[config.mk]
export PLATFORM = sky130hd
export DESIGN_NAME = key_filter
export DESIGN_NICKNAME = d
export VERILOG_FILES = /design/src/rtl/key_filter.sv
export SDC_FILE = /design/constraint.sdc
export NUM_CORES = 1
export LEC_CHECK = 0
export ABC_AREA = 1
export BUFFER_PORTS_ARGS = -buffer_cell sky130_fd_sc_hd__buf_2
export CORE_UTILIZATION = 30
export CTS_CLUSTER_SIZE = 40
export DETAILED_ROUTE_END_ITERATION = 8
export SLEW_MARGIN = 20
export SYNTH_ARGS = -nofsm -noshare
export SYNTH_HDL_FRONTEND = slang
export SYNTH_SLANG_ARGS = --single-unit
[constraint.sdc]
create_clock -name Clk -period 3.1 [get_ports Clk]
set_input_delay 0 -clock Clk [delete_from_list [all_inputs] [get_ports Clk]]
set_output_delay 0 -clock Clk [all_outputs]
set_load 0.01 [all_outputs]
[src/rtl/key_filter.sv]
// Push-button debouncer: 3-flop synchronizer plus a stable-time window FSM that
// emits a clean level, a one-cycle event pulse and a wrapping press counter.
module key_filter #(
    parameter int CNT_MAX = 999_999,
    parameter int CNT_W   = 20
) (
    input  logic       Clk,
    input  logic       Rst,
    input  logic       key_in,
    output logic       key_flag,
    output logic       key_state,
    output logic [7:0] press_cnt
);

    typedef enum logic [1:0] {
        IDLE    = 2'd0,
        FILT_DN = 2'd1,
        DOWN    = 2'd2,
        FILT_UP = 2'd3
    } state_t;

    localparam logic [CNT_W-1:0] CNT_LAST = CNT_W'(CNT_MAX);

    state_t           state;
    logic [CNT_W-1:0] counter;
    logic             s0;
    logic             s1;
    logic             s2;
    logic             nedge;
    logic             pedge;

    // Synchronizer: s0 may go metastable, edges are taken from s1/s2 only.
    always_ff @(posedge Clk) begin
        if (Rst) begin
            s0 <= 1'b1;
            s1 <= 1'b1;
            s2 <= 1'b1;
        end else begin
            s0 <= key_in;
            s1 <= s0;
            s2 <= s1;
        end
    end

    assign nedge = s2 & ~s1;
    assign pedge = ~s2 & s1;

    // Filter FSM: any opposite edge inside a window aborts it, even on the
    // cycle the window would otherwise complete.
    always_ff @(posedge Clk) begin
        if (Rst) begin
            state     <= IDLE;
            counter   <= '0;
            key_flag  <= 1'b0;
            key_state <= 1'b1;
            press_cnt <= 8'd0;
        end else begin
            key_flag <= 1'b0;
            case (state)
                IDLE: begin
                    counter <= '0;
                    if (nedge) begin
                        state <= FILT_DN;
                    end
                end
                FILT_DN: begin
                    if (pedge) begin
                        state   <= IDLE;
                        counter <= '0;
                    end else if (counter == CNT_LAST) begin
                        state     <= DOWN;
                        counter   <= '0;
                        key_flag  <= 1'b1;
                        key_state <= 1'b0;
                        press_cnt <= press_cnt + 8'd1;
                    end else begin
                        counter <= counter + CNT_W'(1);
                    end
                end
                DOWN: begin
                    counter <= '0;
                    if (pedge) begin
                        state <= FILT_UP;
                    end
                end
                FILT_UP: begin
                    if (nedge) begin
                        state   <= DOWN;
                        counter <= '0;
                    end else if (counter == CNT_LAST) begin
                        state     <= IDLE;
                        counter   <= '0;
                        key_flag  <= 1'b1;
                        key_state <= 1'b1;
                    end else begin
                        counter <= counter + CNT_W'(1);
                    end
                end
                default: begin
                    state   <= IDLE;
                    counter <= '0;
                end
            endcase
        end
    end

endmodule

==> impl_results.md, run 1 <==
* Initial core utilization at 31.7%
* Met3 Use GR at 3.45%
* Clock Skew at 5.97 ps
* RSZ-0062 raised after global routing: no
* Pleak at 0.790 nW
* Ys async rst share at 0%
* R2r setup slk at 1390 ps
* F_max at 584 MHz
* DR WL/cell at 9.53 um
* Num rows at 27
* Sequential share of the synthesized area at 39.2%
* Diodes inserted at 0
* PortBufs at 12
* Final Hold Violating Endpoints at 2
* Final period utilization at 55.3%
* Antenna viol nets, final at 0
* Max Buffers Root-to-Sink at 2
* Starting DRT DRC Count at 74
* Worst hold path type: in -> reg
* Failing checks: negative hold slack
* Period minus WS final at 1710 ps
* Top-area cell type share of the netlist area at 39.2%
* Gr ovfl total at 0
* Largest net degree at the start of global routing at 14
* Top_reg_cell synth: dfxtp_1
* Filler cell count at 608
* GP Congestion at 0.796
* Post-synthesis area per instance at 6.88 um2
* Clock Sink Count at 35
* Hold_sp: Rst
* GRT Total Usage at 12.6%
* YS warnings at 0
* Vias in the first global route at 1514
* Pre-Repair DR Iteration Count at 4
* PD cells at 414 nW/um2
* Unique masters post-synth at 27
* Worst path slowest cell: dfxtp_1
* Slew HR at 69.9%
* Area contributors post-synth: dfxtp_1 39%, nand2_1 12%, nor2_1 10%
* Post-CTS Setup Repair Bufs at 0
* Detail Placement HPWL at 2.53 mm
* R2R Path Start: counter[0]$_SDFF_PP0_
* Hold buffers post-CTS at 1
* Worst VDD drop at 167 uV
* Area growth from synthesis to layout at 13.4%
* Most frequent cell after synthesis: nand2_1
* Setup_tns at 0 ps
* CP peak stage delay at 350 ps
* Global-route wire length before repair at 6.35 mm
* Hold depth at 2
* GR Util met1 at 15.6%
* Worst path cell trace: ha_1, nand2_1, nor2_1, nand3_1, nor2_4, nand2_1, o21ai_2, nor2_1
* DIE AREA at 6270 um2
* Post-cts resize count at 0
* Synth area leader: dfxtp_1
* Residual DRC at 0
* Met2 Track Usage GR at 20.7%
* Synth top cells by count: 58 x nand2_1, 50 x nor2_1, 35 x dfxtp_1
* Slew Limit Fails at 0
* Vias per cell at 4.48
* Die Wd at 79.2 um
* Initial antenna violation count at 0
* Crit path required time at 3270 ps
* CTS tree: done
* Gr busiest metal: met2
* Max Fanout on Critical Path at 6
* Worst-path clk slew at 70 ps
* Hold-critical path endpoint: press_cnt[7]$_SDFFE_PP0P_
* CTS Buf Count at 5
* Die Ht at 79.2 um
* Clock root buffer: clkbuf_8
* Share of layout cells above drive strength 1 at 13.3%
* Via count at 1569
* Seq cells post-synth at 35
* # setup viols final at 0
* Final WL at 3.34 mm
* Reg2reg end: state[1]$_SDFFE_PP0P_
* Cells after synthesis at 260
* Worst slew pin tran at 451 ps
* Post-Syn Nets at 265
* Number of flops mapped to enable cells by yosys at 0
* Final instance area at 2030 um2
* Final net count at 282
* Worst skew pair latency at 280 ps
* Worst setup EP type: flip-flop
* Dpl cell area at 1920 um2
* Crit start category: flip-flop
* Worst hold slack at -1.03 ps
* Depth of the CTS H-tree at 2
* FF-to-FF path depth at 8
* Ports at 13
* Status: finished with violations
* Setup Crit Path Kind: reg -> reg
* Crit path DAT at 1880 ps
* Max cap viols at 0
* Area of the core at 5640 um2
* Syn Std Cell Area at 1790 um2
-- cell usage in the layout (no fill, tap or decap) --
master,synthesis,routed
nor2_4,2,2
nand3_1,20,20
or2_2,2,2
nor2_1,50,50
o21ai_0,11,11
clkbuf_1,1,1
nor3_2,4,4
nor3_1,6,6
nor3b_1,4,4
a31oi_1,2,2
dfxtp_1,35,35
nor2_2,2,2
a21oi_1,9,9
o21ai_2,1,1
nor3_4,1,1
nand2_2,2,2
clkbuf_8,0,7
ha_1,2,2
nand2_1,58,58
xor2_1,5,5
nand2_4,1,1
inv_2,2,2
inv_1,32,32
buf_2,1,12
dlygate4sd3_1,0,1
xnor2_1,2,2
nand4_1,3,3
nor2_8,1,1
-- metal layers --
layer / vias to the layer above / routed length, um / share of wire [%]
met3: 5 / 114 / 3.4
met5: - / 0 / 0
li1: 857 / - / -
met1: 687 / 1670 / 50
met4: 0 / 36 / 1.1
met2: 20 / 1520 / 45
-- worst max-delay path: cells and delay by family (launching register included) --
kind	cells	cell delay, ps
AO/OA/AOI/OAI	1	160
AND/OR/NAND/NOR	6	930
adder cells (fa/ha/maj)	1	180
flip-flops	1	350
-- layout make-up --
| cell class | count | area, um2 | area share [%] |
|---|---|---|---|
| Tap cell | 72 | 90.1 | 4.44 |
| Inverter | 34 | 128 | 6.29 |
| Timing Repair Buffer | 13 | 70.1 | 3.45 |
| Clock buffer | 8 | 100 | 4.94 |
| Sequential cell | 35 | 701 | 34.5 |
| Multi-Input combinational cell | 188 | 940 | 46.3 |
-- registers in the layout (all words and copies together), names as in the netlist --
register	flops
counter	20
key_flag	1
key_state	1
press_cnt	8
s0	1
s1	1
s2	1
state	2
-- kinds of logic after synthesis --
kind of cell / after synthesis / share of synthesized area [%]
flip-flops: 35 / 39.2
AND/OR/NAND/NOR: 156 / 40.9
buffers and inverters: 37 / 8.26
XOR/XNOR: 7 / 3.43
AO/OA/AOI/OAI: 23 / 6.79
adder cells (fa/ha/maj): 2 / 1.40
-- worst max path at each step --
stage,to,from
5_1_grt,state[1]$_SDFFE_PP0P_,counter[0]$_SDFF_PP0_
2_1_floorplan,counter[14]$_SDFF_PP0_,counter[0]$_SDFF_PP0_
4_1_cts,state[1]$_SDFFE_PP0P_,counter[0]$_SDFF_PP0_
6_report,state[1]$_SDFFE_PP0P_,counter[0]$_SDFF_PP0_
3_5_place_dp,state[1]$_SDFFE_PP0P_,counter[0]$_SDFF_PP0_
3_3_place_gp,state[1]$_SDFFE_PP0P_,counter[0]$_SDFF_PP0_
-- where the power goes --
group	leakage (nW)	switching (mW)	internal, mW
combinational	0.456	0.0175	0.00853
sequential	0.283	0.00174	0.452
clock	0.0515	0.156	0.203
total	0.790	0.175	0.663
-- stage by stage --
stage               std cells  setup slack [ps]  util, %  total power [mW]  hold WS [ps]
floorplan                 260              1600        -             0.485           104
global placement          341              1410     34.0             0.490           184
detailed placement        341              1380     34.0             0.490           186
CTS                       350              1350     36.0             0.852          5.17
global route              350              1110     36.0             0.879          23.4
finish                    350              1390     36.0             0.839         -1.03
No activity file was read; power rests on OpenSTA's default activity.
==> run 2, diff against run 1 <==
- clock period: 3.1 -> 1.6 ns (I/O delays scaled with it)
==> impl_results.md, run 2 (synthesized netlist as in run 1, its figures left out) <==
* Clock root buffer: clkbuf_8
* Slew Limit Fails at 0
* Crit start category: flip-flop
* Status: completed
* DR WL/cell at 10.3 um
* Share of layout cells above drive strength 1 at 22.5%
* Max reg flops at 20
* Max Buffers Root-to-Sink at 2
* GRT Total Usage at 12.9%
* Crit path required time at 1780 ps
* Gr ovfl total at 0
* # setup viols final at 0
* Clock Skew at 4.83 ps
* Pleak at 0.870 nW
* Worst skew pair latency at 280 ps
* CTS tree: done
* Most frequent cells in the layout: 54 x nand2_1, 47 x nor2_1, 31 x inv_1, 31 x dfxtp_1, 18 x nand3_1
* Final instance area at 2190 um2
* Final WL at 3.72 mm
* Detail Placement HPWL at 2.70 mm
* Worst hold path type: in -> reg
* Area of the core at 5640 um2
* Die Ht at 79.2 um
* Final Hold Violating Endpoints at 0
* Final worst-path setup slack at 81.0 ps
* Leading cell type in the layout, fill and taps excluded: nand2_1
* Top flop regs: counter x20, press_cnt x8, state x2
* Clock Sink Count at 35
* Max cap viols at 0
* Slew HR at 74.1%
* Area growth from synthesis to layout at 22.5%
* Die Wd at 79.2 um
* PD cells at 697 nW/um2
* Post-Place Worst Slack at -11.9 ps
* Dpl cell area at 2010 um2
* Global-route wire length before repair at 6.36 mm
* Via count at 1626
* Depth of the CTS H-tree at 2
* Worst VDD drop at 441 uV
* WP buf/inv at 0
* Period minus WS final at 1520 ps
* Worst path cell trace: ha_4, nand2_4, nor2_4, nand2_2, nor2_2, nand2_2, nor3_4, nand2_1, nand2_1, nor2_1
* Net switching power at 0.339 mW
* Num rows at 27
* Crit path DAT at 1700 ps
* Initial core utilization at 31.7%
* Residual DRC at 0
* Clk pwr share at 38.5%
* Worst slew pin tran at 388 ps
* Vias in the first global route at 1494
* Setup Crit Path Kind: reg -> reg
* Worst-path clk slew at 70 ps
* Vias per cell at 4.50
* Final period utilization at 94.9%
* PortBufs at 12
* GP Congestion at 0.763
* Register share of total power at 57.6%
* Antenna viol nets, final at 0
* Power Internal at 1.19 mW
* DIE AREA at 6270 um2
* Diodes inserted at 0
* Max Fanout on Critical Path at 5
* Combinational Power Share at 3.9%
* Initial antenna violation count at 0
* CP peak stage delay at 350 ps
* F_max at 658 MHz
* Reg with most FFs: counter
* Delay-heaviest family, CP: simple AND/OR/NAND/NOR gates
* Final net count at 295
* Ports at 13
* Worst path slowest cell: dfxtp_2
* CTS Buf Count at 5
* Starting DRT DRC Count at 71
* Pre-Repair DR Iteration Count at 4
* Largest net degree at the start of global routing at 14
* Net Sw Frac at 22.2%
* Worst setup EP type: flip-flop
-- run 2: cell count changes in the layout (fill, tap and decap cells not counted), sizes merged --
| cell | previous run | this run |
|---|---|---|
| buf | 12 | 25 |
| clkbuf | 8 | 6 |
-- run 2: repair_timing --
action / CTS / global route
endpoints found under the setup margin: 4 / 32
buffers inserted: 0 / 1
gates resized for setup: 3 / 24
endpoints found under the hold margin: 1 / 0
pin swaps: 1 / 6
hold buffers: 1 / 0
gates cloned: 0 / 0
-- run 2: stage by stage --
stage	total power [mW]	std cells	hold slack (ps)	util [%]	TNS, ps
finish	1.53	361	5.81	38.8	0
global route	1.59	361	26.9	38.8	-43.3
CTS	1.55	360	3.14	37.3	0
detailed placement	0.954	353	191	35.6	-11.9
global placement	0.953	353	183	35.6	0
floorplan	0.940	260	104	-	0
-- run 2: worst reg2reg max path, cell delays in order (launching register included) --
cell,delay (ps)
dfxtp_2,350
ha_4,150
nand2_4,80
nor2_4,130
nand2_2,60
nor2_2,140
nand2_2,120
nor3_4,220
nand2_1,70
nand2_1,60
nor2_1,40
-- run 2: final timing paths --
| check | start | end | slack, ps | cells past startpoint |
|---|---|---|---|---|
| max | counter[0]$_SDFF_PP0_ | counter[16]$_SDFF_PP0_ | 80 | 10 |
| min | Rst | press_cnt[0]$_SDFFE_PP0P_ | 6 | 2 |
| max reg2reg | counter[0]$_SDFF_PP0_ | counter[16]$_SDFF_PP0_ | 80 | 10 |
| min reg2reg | s0$_SDFF_PP1_ | s1$_SDFF_PP1_ | 420 | 1 |
-- run 2: layout make-up --
| cell class | instances | area, um2 |
|---|---|---|
| inverter | 34 | 128 |
| timing repair buffer | 26 | 171 |
| tap | 72 | 90.1 |
| multi-input combinational | 188 | 1020 |
| fill | 590 | 3450 |
| clock buffer | 6 | 72.6 |
| sequential | 35 | 706 |
-- run 2: power by group through the flow --
stage	logic, mW	clock network (mW)	registers [mW]
2_1_floorplan	0.0414	0	0.899
3_3_place_gp	0.0542	0	0.899
3_5_place_dp	0.0545	0	0.899
4_1_cts	0.0590	0.609	0.879
5_1_grt	0.0671	0.639	0.880
6_report	0.0597	0.588	0.880
-- run 2: metal layers --
metal | part of all wire [%] | up-vias | wire, um | GRT usage, %
li1 | - | 872 | - | -
met1 | 49 | 731 | 1820 | 15.9
met2 | 46 | 16 | 1720 | 21.2
met3 | 3.5 | 7 | 130 | 3.45
met4 | 1.4 | 0 | 53 | 5.45
met5 | 0 | - | 0 | 0
==> run 3, diff against run 2 <==
- ABC_AREA: 1 -> unset
==> impl_results.md, run 3 <==
* Depth of the CTS H-tree at 2
* Post-Syn Nets at 175
* Largest net degree at the start of global routing at 16
* Crit path DAT at 2430 ps
* Levels on crit path at 5
* Antenna viol nets, final at 0
* Worst VDD drop at 360 uV
* Share of layout cells above drive strength 1 at 35.4%
* Unique masters post-synth at 29
* Crit path required time at 1820 ps
* Delay-heaviest family, CP: simple AND/OR/NAND/NOR gates
* Area contributors post-synth: dfxtp_1 46%, xor2_1 8.1%, nor2_1 6.5%
* Seq cells post-synth at 35
* FF-to-FF path depth at 5
* Worst-path clk slew at 70 ps
* Initial core utilization at 31.5%
* Reg area at 704 um2
* Reg with most FFs: counter
* Slew HR at 80.1%
* Worst hold path type: in -> reg
* Area of the core at 4790 um2
* Initial antenna violation count at 0
* Hold_sp: Rst
* Ys async rst share at 0%
* Ports at 13
* Slew Limit Fails at 0
* Syn Std Cell Area at 1510 um2
* CP peak stage delay at 610 ps
* Most frequent cells in the layout: 32 x dfxtp_1, 32 x buf_4, 26 x nor2_1
* Period minus WS final at 2210 ps
* Top-area cell type share of the netlist area at 46.5%
* Setup_tns at -14810 ps
* Worst path slowest cell: or4_4
* Post-synthesis area per instance at 8.87 um2
* Starting DRT DRC Count at 32
* YS warnings at 0
* Die Ht at 72.9 um
* Finished Core Util at 45.1%
* Global-route wire length before repair at 5.70 mm
* Max cap viols at 0
* Most frequent cell after synthesis: dfxtp_1
* Filler cell count at 479
* WP buf/inv at 0
* Multi-input logic area at 833 um2
* F_max at 452 MHz
* Synth area leader: dfxtp_1
* Vias per cell at 4.69
* R2r setup slk at -610 ps
* Setup Crit Path Kind: reg -> reg
* Worst path cell trace: nand4b_1, or4_4, or4_4, or4_4, a21oi_2
* Clock Sink Count at 35
* Final net count at 230
* Pwr Total at 1.54 mW
* Top flop regs: counter x20, press_cnt x8, state x2
* Reg2reg end: press_cnt[6]$_SDFFE_PP0P_
* Area growth from synthesis to layout at 43.2%
* Residual DRC at 0
* Vias in the first global route at 1342
* GP Congestion at 0.812
* Clock root buffer: clkbuf_8
* Gr ovfl total at 0
* Max Fanout on Critical Path at 8
* Via count at 1373
* Number of flops mapped to enable cells by yosys at 0
* PD cells at 714 nW/um2
* Post-Place Worst Slack at -586 ps
* Num rows at 25
* Worst skew pair latency at 280 ps
* Top_reg_cell synth: dfxtp_1
* Diodes inserted at 0
* CTS Buf Count at 5
* Final Hold Violating Endpoints at 0
* Pleak at 0.828 nW
* R2R Path Start: counter[8]$_SDFF_PP0_
* GRT Total Usage at 14.3%
* Worst slew pin tran at 299 ps
* Status: finished with violations
* DIE AREA at 5310 um2
* Crit start category: flip-flop
* Failing checks: negative setup slack
* Cell mode on critical path: or4_4
* Final WL at 3.39 mm
* Worst setup path endpoint: press_cnt[6]$_SDFFE_PP0P_
* Synth top cells by count: 35 x dfxtp_1, 26 x nor2_1, 14 x xor2_1
* RSZ-0062 raised after global routing: yes
* PortBufs at 12
* Worst setup EP type: flip-flop
* Worst hold slack at 59.9 ps
* DR WL/cell at 11.6 um
* Crit path from: counter[8]$_SDFF_PP0_
* Max Buffers Root-to-Sink at 2
* Clock Skew at 2.62 ps
* Cells after synthesis at 170
* CTS tree: done
* # setup viols final at 32
* Final period utilization at 138%
* Pre-Repair DR Iteration Count at 4
* Sequential share of the synthesized area at 46.5%
* Die Wd at 72.9 um
* Detail Placement HPWL at 2.11 mm
* Final worst-path setup slack at -611 ps
* Max reg flops at 20
[run 3: what timing repair did]
item,in CTS,in global routing
setup buffers,3,1
endpoints found under the hold margin,1,0
resized for setup,6,13
pin swaps,6,8
cloned,3,0
hold buffers,1,0
setup endpoints to repair,32,32
[run 3: cells by family (layout without fill, tap and decap cells)]
family                     count (synthesis)  in the layout  synth area share, %
AOI/OAI and AO/OA                         17             17                 6.56
adders and majority gates                  2              2                 1.66
DFF                                       35             35                 46.5
and+or+nand+nor                           83             83                 29.0
xor gates and xnor gates                  19             19                 11.0
muxes                                      4              4                 2.66
buffers and inverters                     10             66                 2.57
[run 3: area by class of cell]
type	count	area share [%]
clock buffer	7	3.54
clock inverter	1	0.232
inverter	5	0.870
multi-input combinational	125	38.6
sequential	35	32.6
tap	67	3.88
timing repair buffer	53	20.2
[run 3: how the worst min path moves through the flow]
stage / endpoint / slack, ps / depth (start not counted)
2_1_floorplan: key_flag$_SDFF_PP0_ / 80 / 1
3_3_place_gp: s0$_SDFF_PP1_ / 180 / 2
3_5_place_dp: s0$_SDFF_PP1_ / 190 / 2
4_1_cts: press_cnt[1]$_SDFFE_PP0P_ / 60 / 2
5_1_grt: press_cnt[7]$_SDFFE_PP0P_ / 80 / 2
6_report: press_cnt[1]$_SDFFE_PP0P_ / 60 / 2
[run 3: report_power, final]
group	switching [mW]	leakage, nW	internal (mW)
logic	0.0248	0.502	0.0277
registers	0.00250	0.284	0.876
clock network	0.305	0.0422	0.305
[run 3: routing by layer]
metal	share of wire (%)	track usage (%)	vias to the layer above	wire, um
met5	0	0	-	0
met4	0.97	6.54	0	33
met3	2.9	3.73	4	100
met2	50	25.1	17	1700
met1	46	16.1	650	1550
li1	-	-	702	-
[run 3: through the flow]
step                cells  instance area (um2)
floorplan             170                 1550
global placement      277                 1910
detailed placement    277                 1910
CTS                   292                 2120
global route          293                 2160
finish                293                 2160
